--- src/rtl/tdm_pkg.sv ---
// Shared types and width helpers for the TDM frame de-multiplexer.
package tdm_pkg;

    typedef enum logic {
        HUNT   = 1'b0,
        LOCKED = 1'b1
    } state_e;

    // Counter width able to index 0..n-1, never narrower than one bit.
    function automatic int cnt_w(input int n);
        return (n <= 1) ? 1 : $clog2(n);
    endfunction

endpackage

--- src/rtl/tdm_slot_counter.sv ---
// Bit/slot position tracker for the TDM receiver.
// sync_load makes the current bit count as bit 0 of slot 0 before advancing.
module tdm_slot_counter
    import tdm_pkg::*;
#(
    parameter int NUM_CH = 2,
    parameter int SLOT_W = 4,
    localparam int BW = cnt_w(SLOT_W),
    localparam int SW = cnt_w(NUM_CH)
) (
    input  logic          clk,
    input  logic          rst_n,
    input  logic          adv,
    input  logic          sync_load,
    input  logic          clr,
    output logic [SW-1:0] slot_idx,
    output logic          slot_last,
    output logic          frame_last,
    output logic          at_start
);

    logic [BW-1:0] bit_cnt_q, bit_cnt_d, bit_use;
    logic [SW-1:0] slot_cnt_q, slot_cnt_d, slot_use;

    always_comb begin
        bit_use    = sync_load ? '0 : bit_cnt_q;
        slot_use   = sync_load ? '0 : slot_cnt_q;
        slot_last  = (bit_use == BW'(SLOT_W - 1));
        frame_last = slot_last && (slot_use == SW'(NUM_CH - 1));
        at_start   = (bit_cnt_q == '0) && (slot_cnt_q == '0);
        slot_idx   = slot_use;
        bit_cnt_d  = bit_cnt_q;
        slot_cnt_d = slot_cnt_q;
        if (clr) begin
            bit_cnt_d  = '0;
            slot_cnt_d = '0;
        end else if (adv) begin
            if (slot_last) begin
                bit_cnt_d  = '0;
                slot_cnt_d = frame_last ? '0 : slot_use + 1'b1;
            end else begin
                bit_cnt_d  = bit_use + 1'b1;
                slot_cnt_d = slot_use;
            end
        end
    end

    always_ff @(posedge clk or negedge rst_n) begin
        if (!rst_n) begin
            bit_cnt_q  <= '0;
            slot_cnt_q <= '0;
        end else begin
            bit_cnt_q  <= bit_cnt_d;
            slot_cnt_q <= slot_cnt_d;
        end
    end

endmodule

--- src/rtl/tdm_frame_demux.sv ---
// De-serialises a 1-bit TDM stream into NUM_CH parallel SLOT_W-bit channel words.
// Define TDM_FLYWHEEL_EN to tolerate up to MISS_MAX-1 consecutive missing fsyncs.
module tdm_frame_demux
    import tdm_pkg::*;
#(
    parameter int NUM_CH   = 2,
    parameter int SLOT_W   = 4,
    parameter int MISS_MAX = 3
) (
    input  logic                     clk,
    input  logic                     rst_n,
    input  logic                     en,
    input  logic                     din,
    input  logic                     fsync,
    output logic [NUM_CH*SLOT_W-1:0] ch_out,
    output logic                     frame_valid,
    output logic                     locked,
    output logic                     sync_err
);

    localparam int SW = cnt_w(NUM_CH);

    state_e                         state_q, state_d;
    logic [SLOT_W-1:0]              shreg_q, shreg_d, word;
    logic [NUM_CH-1:0][SLOT_W-1:0]  staging_q, staging_d, commit_w;
    logic [NUM_CH*SLOT_W-1:0]       ch_out_q, ch_out_d;
    logic                           fv_q, fv_d, se_q, se_d;
    logic                           is_locked, sync_load, miss_drop, take;
    logic [SW-1:0]                  slot_idx;
    logic                           slot_last, frame_last, at_start;

    assign is_locked = (state_q == LOCKED);
    // A fsync re-anchors the frame unless it lands exactly where one was expected.
    assign sync_load = fsync && !(is_locked && at_start);
    assign word      = SLOT_W'({shreg_q, din});

`ifdef TDM_FLYWHEEL_EN
    localparam int MW = cnt_w(MISS_MAX + 1);
    logic [MW-1:0] miss_q, miss_d;

    assign miss_drop = is_locked && at_start && !fsync && (miss_q == MW'(MISS_MAX - 1));

    always_comb begin
        miss_d = miss_q;
        if (en && is_locked && at_start) begin
            if (fsync || miss_drop) miss_d = '0;
            else                    miss_d = miss_q + 1'b1;
        end
    end

    always_ff @(posedge clk or negedge rst_n) begin
        if (!rst_n) miss_q <= '0;
        else        miss_q <= miss_d;
    end
`else
    assign miss_drop = is_locked && at_start && !fsync;
`endif

    assign take = en && (is_locked ? !miss_drop : fsync);

    tdm_slot_counter #(
        .NUM_CH (NUM_CH),
        .SLOT_W (SLOT_W)
    ) u_cnt (
        .clk        (clk),
        .rst_n      (rst_n),
        .adv        (take),
        .sync_load  (sync_load),
        .clr        (en && miss_drop),
        .slot_idx   (slot_idx),
        .slot_last  (slot_last),
        .frame_last (frame_last),
        .at_start   (at_start)
    );

    always_comb begin
        commit_w             = staging_q;
        commit_w[NUM_CH-1]   = word;
        state_d              = state_q;
        shreg_d              = shreg_q;
        staging_d            = staging_q;
        ch_out_d             = ch_out_q;
        fv_d                 = 1'b0;
        se_d                 = 1'b0;
        if (en) begin
            if (!is_locked && fsync) state_d = LOCKED;
            else if (miss_drop)      state_d = HUNT;
            if (is_locked && sync_load) se_d = 1'b1;
            if (take) begin
                shreg_d = word;
                if (slot_last) staging_d[slot_idx] = word;
                if (frame_last) begin
                    ch_out_d = commit_w;
                    fv_d     = 1'b1;
                end
            end
        end
    end

    always_ff @(posedge clk or negedge rst_n) begin
        if (!rst_n) begin
            state_q   <= HUNT;
            shreg_q   <= '0;
            staging_q <= '0;
            ch_out_q  <= '0;
            fv_q      <= 1'b0;
            se_q      <= 1'b0;
        end else begin
            state_q   <= state_d;
            shreg_q   <= shreg_d;
            staging_q <= staging_d;
            ch_out_q  <= ch_out_d;
            fv_q      <= fv_d;
            se_q      <= se_d;
        end
    end

    assign ch_out      = ch_out_q;
    assign frame_valid = fv_q;
    assign locked      = is_locked;
    assign sync_err    = se_q;

endmodule

--- config.mk ---
export PLATFORM = sky130hd
export DESIGN_NAME = tdm_frame_demux
export DESIGN_NICKNAME = d
export VERILOG_FILES = /design/src/rtl/tdm_pkg.sv /design/src/rtl/tdm_slot_counter.sv /design/src/rtl/tdm_frame_demux.sv
export SDC_FILE = /design/constraint.sdc
export NUM_CORES = 1
export LEC_CHECK = 0
export ABC_AREA = 1
export BUFFER_PORTS_ARGS = -buffer_cell sky130_fd_sc_hd__buf_2
export CAP_MARGIN = 20
export CORE_MARGIN = 4
export CORE_UTILIZATION = 50
export CTS_BUF_LIST = sky130_fd_sc_hd__clkbuf_8
export CTS_CLUSTER_SIZE = 24
export DETAILED_ROUTE_END_ITERATION = 6
export PLACE_DENSITY = 0.76
export SYNTH_ARGS = -nofsm -noshare
export SYNTH_HDL_FRONTEND = slang
export SYNTH_SLANG_ARGS = --single-unit
--- constraint.sdc ---
create_clock -name clk -period 1.8 [get_ports clk]
set_input_delay 0.27 -clock clk [delete_from_list [all_inputs] [get_ports clk]]
set_output_delay 0.27 -clock clk [all_outputs]
set_load 0.02 [all_outputs]
==> results of run 1 <==
## where the power goes
part | switching [uW] | leakage (uW) | internal [uW]
combinational | 293 | 0.000325 | 161
sequential | 103 | 0.000277 | 586
clock | 149 | 0.0000255 | 154
total | 545 | 0.000628 | 901
## placed cells by master, fill, tap and decap left out, types with 3 or more instances in the layout
cell type	n
nor2_1	3
nand2_1	34
dfrtp_1	20
inv_2	3
nand4_1	12
clkbuf_8	3
nand3_1	6
inv_1	6
buf_2	15
nand3_4	3
## final timing paths
kind / start / endpoint / slack, ns / cells after the start
hold / removal: din / shreg_q[0] / 0.30 / 3
max in group asynchronous: rst_n / u_cnt.slot_cnt_q / 0.96 / 2
setup / recovery: u_cnt.slot_cnt_q / ch_out[4] / 0.09 / 8
hold reg to reg: ch_out[7] / ch_out[7] / 0.47 / 2
min in group asynchronous: rst_n / ch_out[4] / 0.49 / 2
setup reg to reg: u_cnt.slot_cnt_q / ch_out[4] / 0.09 / 8
## cell families (layout without fill, tap and decap cells)
group                      after synthesis  after routing  share of synthesized area, %
buffers and inverters                   14             31                          9.01
and+or+nand+nor                         61             61                          30.9
adders and majority gates                2              2                          2.44
DFF                                     21             21                          51.2
AOI/OAI and AO/OA                        7              7                          6.46
## per-stage QoR
| stage | instances | utilization [%] | instance area (um2) |
|---|---|---|---|
| floorplan | 105 | - | 1030 |
| detailed placement | 143 | 55.3 | 1080 |
| global placement | 143 | 55.3 | 1080 |
| finish | 149 | 59.7 | 1170 |
| global route | 149 | 59.7 | 1170 |
| CTS | 148 | 58.2 | 1140 |
## per-layer routing
metal / track usage, % / vias to the layer above / part of all wire, % / routed length, um
li1: - / 381 / - / -
met1: 19.6 / 371 / 46 / 879
met2: 27.8 / 10 / 51 / 975
met3: 2.54 / 2 / 2.0 / 39
met4: 5.11 / 0 / 0.89 / 17
met5: 0 / - / 0 / 0
## sequential cells by signal (all words and copies together) (netlist names)
signal / cells
u_cnt.bit_cnt_q: 2
locked: 1
shreg_q: 3
u_cnt.slot_cnt_q: 1
frame_valid: 1
ch_out: 8
commit_w: 4
sync_err: 1
## what timing repair did
action,4_1_cts,5_1_grt
setup endpoints to repair,0,12
gates resized for setup,0,7
buffers inserted,0,1
hold endpoints to repair,21,0
hold buffers,1,0
## critical path: stages (launching register included)
cell and delay, ns:
dfrtp_2 0.45, nor2_4 0.15, nand2_1 0.12, a21boi_2 0.16, ha_2 0.20, ha_2 0.20, buf_4 0.16, nand4_1 0.11
nand2_1 0.10
## cell type report
class	count	area (um2)
clock inverters	1	5.00
inverters	9	33.8
fillers	171	791
repair buffers	18	100
well taps	27	33.8
multi-input cells	70	430
flip-flops and latches	21	527
clock buffers	3	41.3
==> out/metrics.yaml, run 1 <==
run_status: "complete, no violations"
max_freq_ghz: 0.585
synth_area_um2: 1030
hold_slack_ns: 0.298
cts.path.max_buffers: 2
grt_first_pass_wirelength_mm: 3.33
vdd_ir_drop_max_mv: 0.667
rows: 16
finalCriticalPeriod_ns: 1.71
die_w_um: 53.3
yosysUniqueCellTypes: 24
numPortBuffers: 15
antenna_left: 0
worstMarginPinSlew_ns: 0.456
yosysSeqAreaShare_pct: 51.2
start_util_pct: 52.4
crit_required_ns: 2.00
final-hold-violation-count: 0
die_area_um2: 2840
setup_viol: 0
first_pass_iters: 4
ys_ff_latch: 21
synth_ff_type: "dfrtp_1"
drt-total-wl_mm: 1.91
antenna_found_initial: 0
synth.most_common_cell: "nand2_1"
via_per_inst: 5.13
synth-edff-count: 0
grt_max_degree: 23
synthCells: 105
placement.setup.worst_slack_ns: 0.0969
coreArea_um2: 1960
gp_congestion: 0.809
pin_count: 16
p_leak_uw: 0.000628
synth.top_cell.area_share_pct: 51.2
clk_latency_ns: 0.26
critPathCaptureType: "flop"
numCtsBuffers: 3
cap_violations: 0
finalPower_uw: 1450
slew_headroom_pct: 69.6
detail_route.iter0.violations: 23
crit_arrival_ns: 1.91
nNetsFinal: 130
gr-usage-all-layers_pct: 15.9
root_buffer: "clkbuf_8"
route.detailed.drc: 0
grt-ovfl-total: 0
die_h_um: 53.3
crit_fanout: 8
drive_above_1_share_pct: 31.1
fin_ws_ns: 0.0894
synth_area_leaders: "dfrtp_1, nand2_1, nand4_1"
setup.worst_path.class: "flop to flop"
avgRoutedWirePerCell_um: 12.8
antennaDiodeCount: 0
finalCritPeriodShare_pct: 95.0
synth_common_cells: "nand2_1, dfrtp_1, nand4_1"
worstHoldPathType: "input port to flop"
final.setup_skew_ns: 0.00481
worstSetupStartpointType: "flop"
dpl.hpwl_mm: 1.27
htree_num_levels: 1
ys_warn_count: 0
report.final.slew_viol_count: 0
num_vias: 764
grt_pass1_vias: 779
syn_to_final_growth_pct: 14.0
setup_tns_ns: 0
avgSynthCellArea_um2: 9.78
power.density_nw_per_um2: 1230
synth_top_area_cell: "dfrtp_1"
cts_tree: "built"
cts_sinks: 21
ys_async_sr_fraction_pct: 100
cts.clk_slew.worst_paths_ns: 0.08
syn-num-nets: 112
Power figures use the tool's default switching activity.
==> run 2, diff against run 1 <==
--- a/config.mk
+++ b/config.mk
@@ -7,10 +7,9 @@
 export LEC_CHECK = 0
 export ABC_AREA = 1
 export BUFFER_PORTS_ARGS = -buffer_cell sky130_fd_sc_hd__buf_2
-export CAP_MARGIN = 20
 export CORE_MARGIN = 4
 export CORE_UTILIZATION = 50
-export CTS_BUF_LIST = sky130_fd_sc_hd__clkbuf_8
+export CTS_BUF_LIST = sky130_fd_sc_hd__clkbuf_16
 export CTS_CLUSTER_SIZE = 24
 export DETAILED_ROUTE_END_ITERATION = 6
 export PLACE_DENSITY = 0.76
==> out/metrics.yaml, run 2 (synthesis results as in run 1) <==
run_status: "complete, no violations"
htree_num_levels: 1  # unchanged
setup_viol: 0  # unchanged
dpl.hpwl_mm: 1.27  # unchanged
reg2reg_depth: 8  # unchanged
pin_count: 16  # unchanged
detail_route.iter0.violations: 20  # -13%
rsz0062_at_grt: "no"
critPathTopFamily: "simple AND/OR/NAND/NOR gates"
worstMarginPinSlew_ns: 0.454  # -0.00202 ns
r2r_setup_slack_ns: 0.10  # +0.02 ns
worstHoldPathType: "input port to flop"
die_h_um: 53.3  # unchanged
cp.buffers_inverters: 1  # unchanged
grt_pass1_vias: 799  # +2.6%
syn_to_final_growth_pct: 17.7
clk_latency_ns: 0.25  # about the same
utilization_pct: 61.6  # +1.9 points
drive_above_1_share_pct: 31.1  # unchanged
largest_reg_flops: 8  # unchanged
cts.clk_slew.worst_paths_ns: 0.06  # -0.02 ns
slowest_delay_ns: 0.44  # about the same
setup.worst_path.class: "flop to flop"
grt_max_degree: 23  # unchanged
die_area_um2: 2840  # unchanged
vdd_ir_drop_max_mv: 0.659  # -1.1%
multiInputGateArea_um2: 430  # unchanged
gr-usage-all-layers_pct: 15.8  # -0.059 points
nNetsFinal: 130  # unchanged
crit_chain: "nor2_4 -> nand2_1 -> a21boi_2 -> ha_2 -> ha_2 -> buf_6 -> nand4_1 -> nand2_1"
nFillCells: 166  # -2.9%
route.detailed.drc: 0  # unchanged
slew_headroom_pct: 69.7  # +0.13 points
final-hold-violation-count: 0  # unchanged
report.final.slew_viol_count: 0  # unchanged
crit_required_ns: 1.99  # about the same
whs_path_depth: 3  # unchanged
final_cell_mix: "nand2_1, dfrtp_1, buf_2, nand4_1"
setup_tns_ns: 0  # unchanged
critPathSlowestCell: "dfrtp_2"
first_pass_iters: 4  # unchanged
max_freq_ghz: 0.590  # +0.89%
register_area_um2: 527  # unchanged
regToRegEndpoint: "ch_out[7]"
cts.path.max_buffers: 2  # unchanged
crit_arrival_ns: 1.88  # -0.03 ns
gp_congestion: 0.809  # unchanged
final_common_cell: "nand2_1"
numCtsBuffers: 3  # unchanged
cts_tree: "built"
start_util_pct: 52.4  # unchanged
fin_area_um2: 1210  # +3.2%
rows: 16  # unchanged
worstReg2RegStart: "u_cnt.slot_cnt_q"
antennaDiodeCount: 0  # unchanged
grt-ovfl-total: 0  # unchanged
grt_first_pass_wirelength_mm: 3.42  # +2.5%
cts_sinks: 21  # unchanged
numPortBuffers: 15  # unchanged
root_buffer: "clkbuf_16"
drt-total-wl_mm: 2.05  # +7.5%
finalCriticalPeriod_ns: 1.70  # -0.0152 ns
crit_fanout: 8  # unchanged
p_leak_uw: 0.000644  # +2.6%
via_per_inst: 5.26  # +2.5%
finalCritPeriodShare_pct: 94.2  # -0.84 points
critPathCaptureType: "flop"
place_area_um2: 1080  # unchanged
worstSetupStartpointType: "flop"
antenna_left: 0  # unchanged
fin_ws_ns: 0.105  # +0.0152 ns
coreArea_um2: 1960  # unchanged
placement.setup.worst_slack_ns: 0.0969  # unchanged
final.setup_skew_ns: 0.00379  # -0.00102 ns
min_from: "din"
cap_violations: 0  # unchanged
power.density_nw_per_um2: 1330  # +7.7%
holdPathEnd: "shreg_q[0]"
die_w_um: 53.3  # unchanged
avgRoutedWirePerCell_um: 13.8  # +7.5%
num_vias: 783  # +2.5%
antenna_found_initial: 0  # unchanged
-- run 2: changes by cell type in the layout (fill, tap and decap cells not counted) --
cell and change:
clkbuf_8 -3, clkbuf_16 +3, buf_4 -1, buf_6 +1
-- run 2: worst max path at each step --
stage                     startpoint   endpoint  slack, ns  depth (start not counted)
finish              u_cnt.slot_cnt_q  ch_out[7]       0.10                          8
global route        u_cnt.slot_cnt_q  ch_out[7]      0.001                          8
CTS                 u_cnt.slot_cnt_q  ch_out[2]       0.08                          8
detailed placement  u_cnt.slot_cnt_q  ch_out[6]        0.1                          8
global placement    u_cnt.slot_cnt_q  ch_out[2]       0.15                          8
floorplan                     locked  ch_out[0]       0.03                         10
-- run 2: final cells by class --
cell class / count / area share, %
Multi-Input combinational cell: 70 / 35.6
Clock inverter: 1 / 0.414
Sequential cell: 21 / 43.6
Timing Repair Buffer: 18 / 8.59
Clock buffer: 3 / 6.21
Inverter: 9 / 2.80
Tap cell: 27 / 2.80
-- run 2: repair_timing --
item / 4_1_cts / 5_1_grt
endpoints found under the hold margin: 21 / 0
buffers inserted: 0 / 1
hold buffers: 1 / 0
resized for setup: 0 / 8
endpoints found under the setup margin: 0 / 12
-- run 2: metal layers --
layer	vias to the layer above	track usage (%)	share of wire [%]
met2	18	28.8	54
met5	-	0	0
li1	382	-	-
met3	0	2.82	3.1
met1	383	19.6	43
met4	0	2.13	0
-- run 2: per-stage QoR --
step	power (uW)	hold WS (ns)	cells
after floorplan	1050	-0.0256	105
after global placement	1080	0.239	143
after detailed placement	1100	0.242	143
after CTS	1570	0.311	148
after global routing	1700	0.337	149
final	1610	0.307	149
-- run 2: worst min-delay path: cells and delay by family --
kind / cells / cell delay [ns]
and+or+nand+nor: 2 / 0.14
buffers and inverters: 1 / 0.11
-- run 2: where the power goes --
| part | total, uW | switching, uW | internal, uW |
|---|---|---|---|
| logic | 456 | 294 | 162 |
| registers | 692 | 104 | 588 |
| clock network | 459 | 162 | 298 |
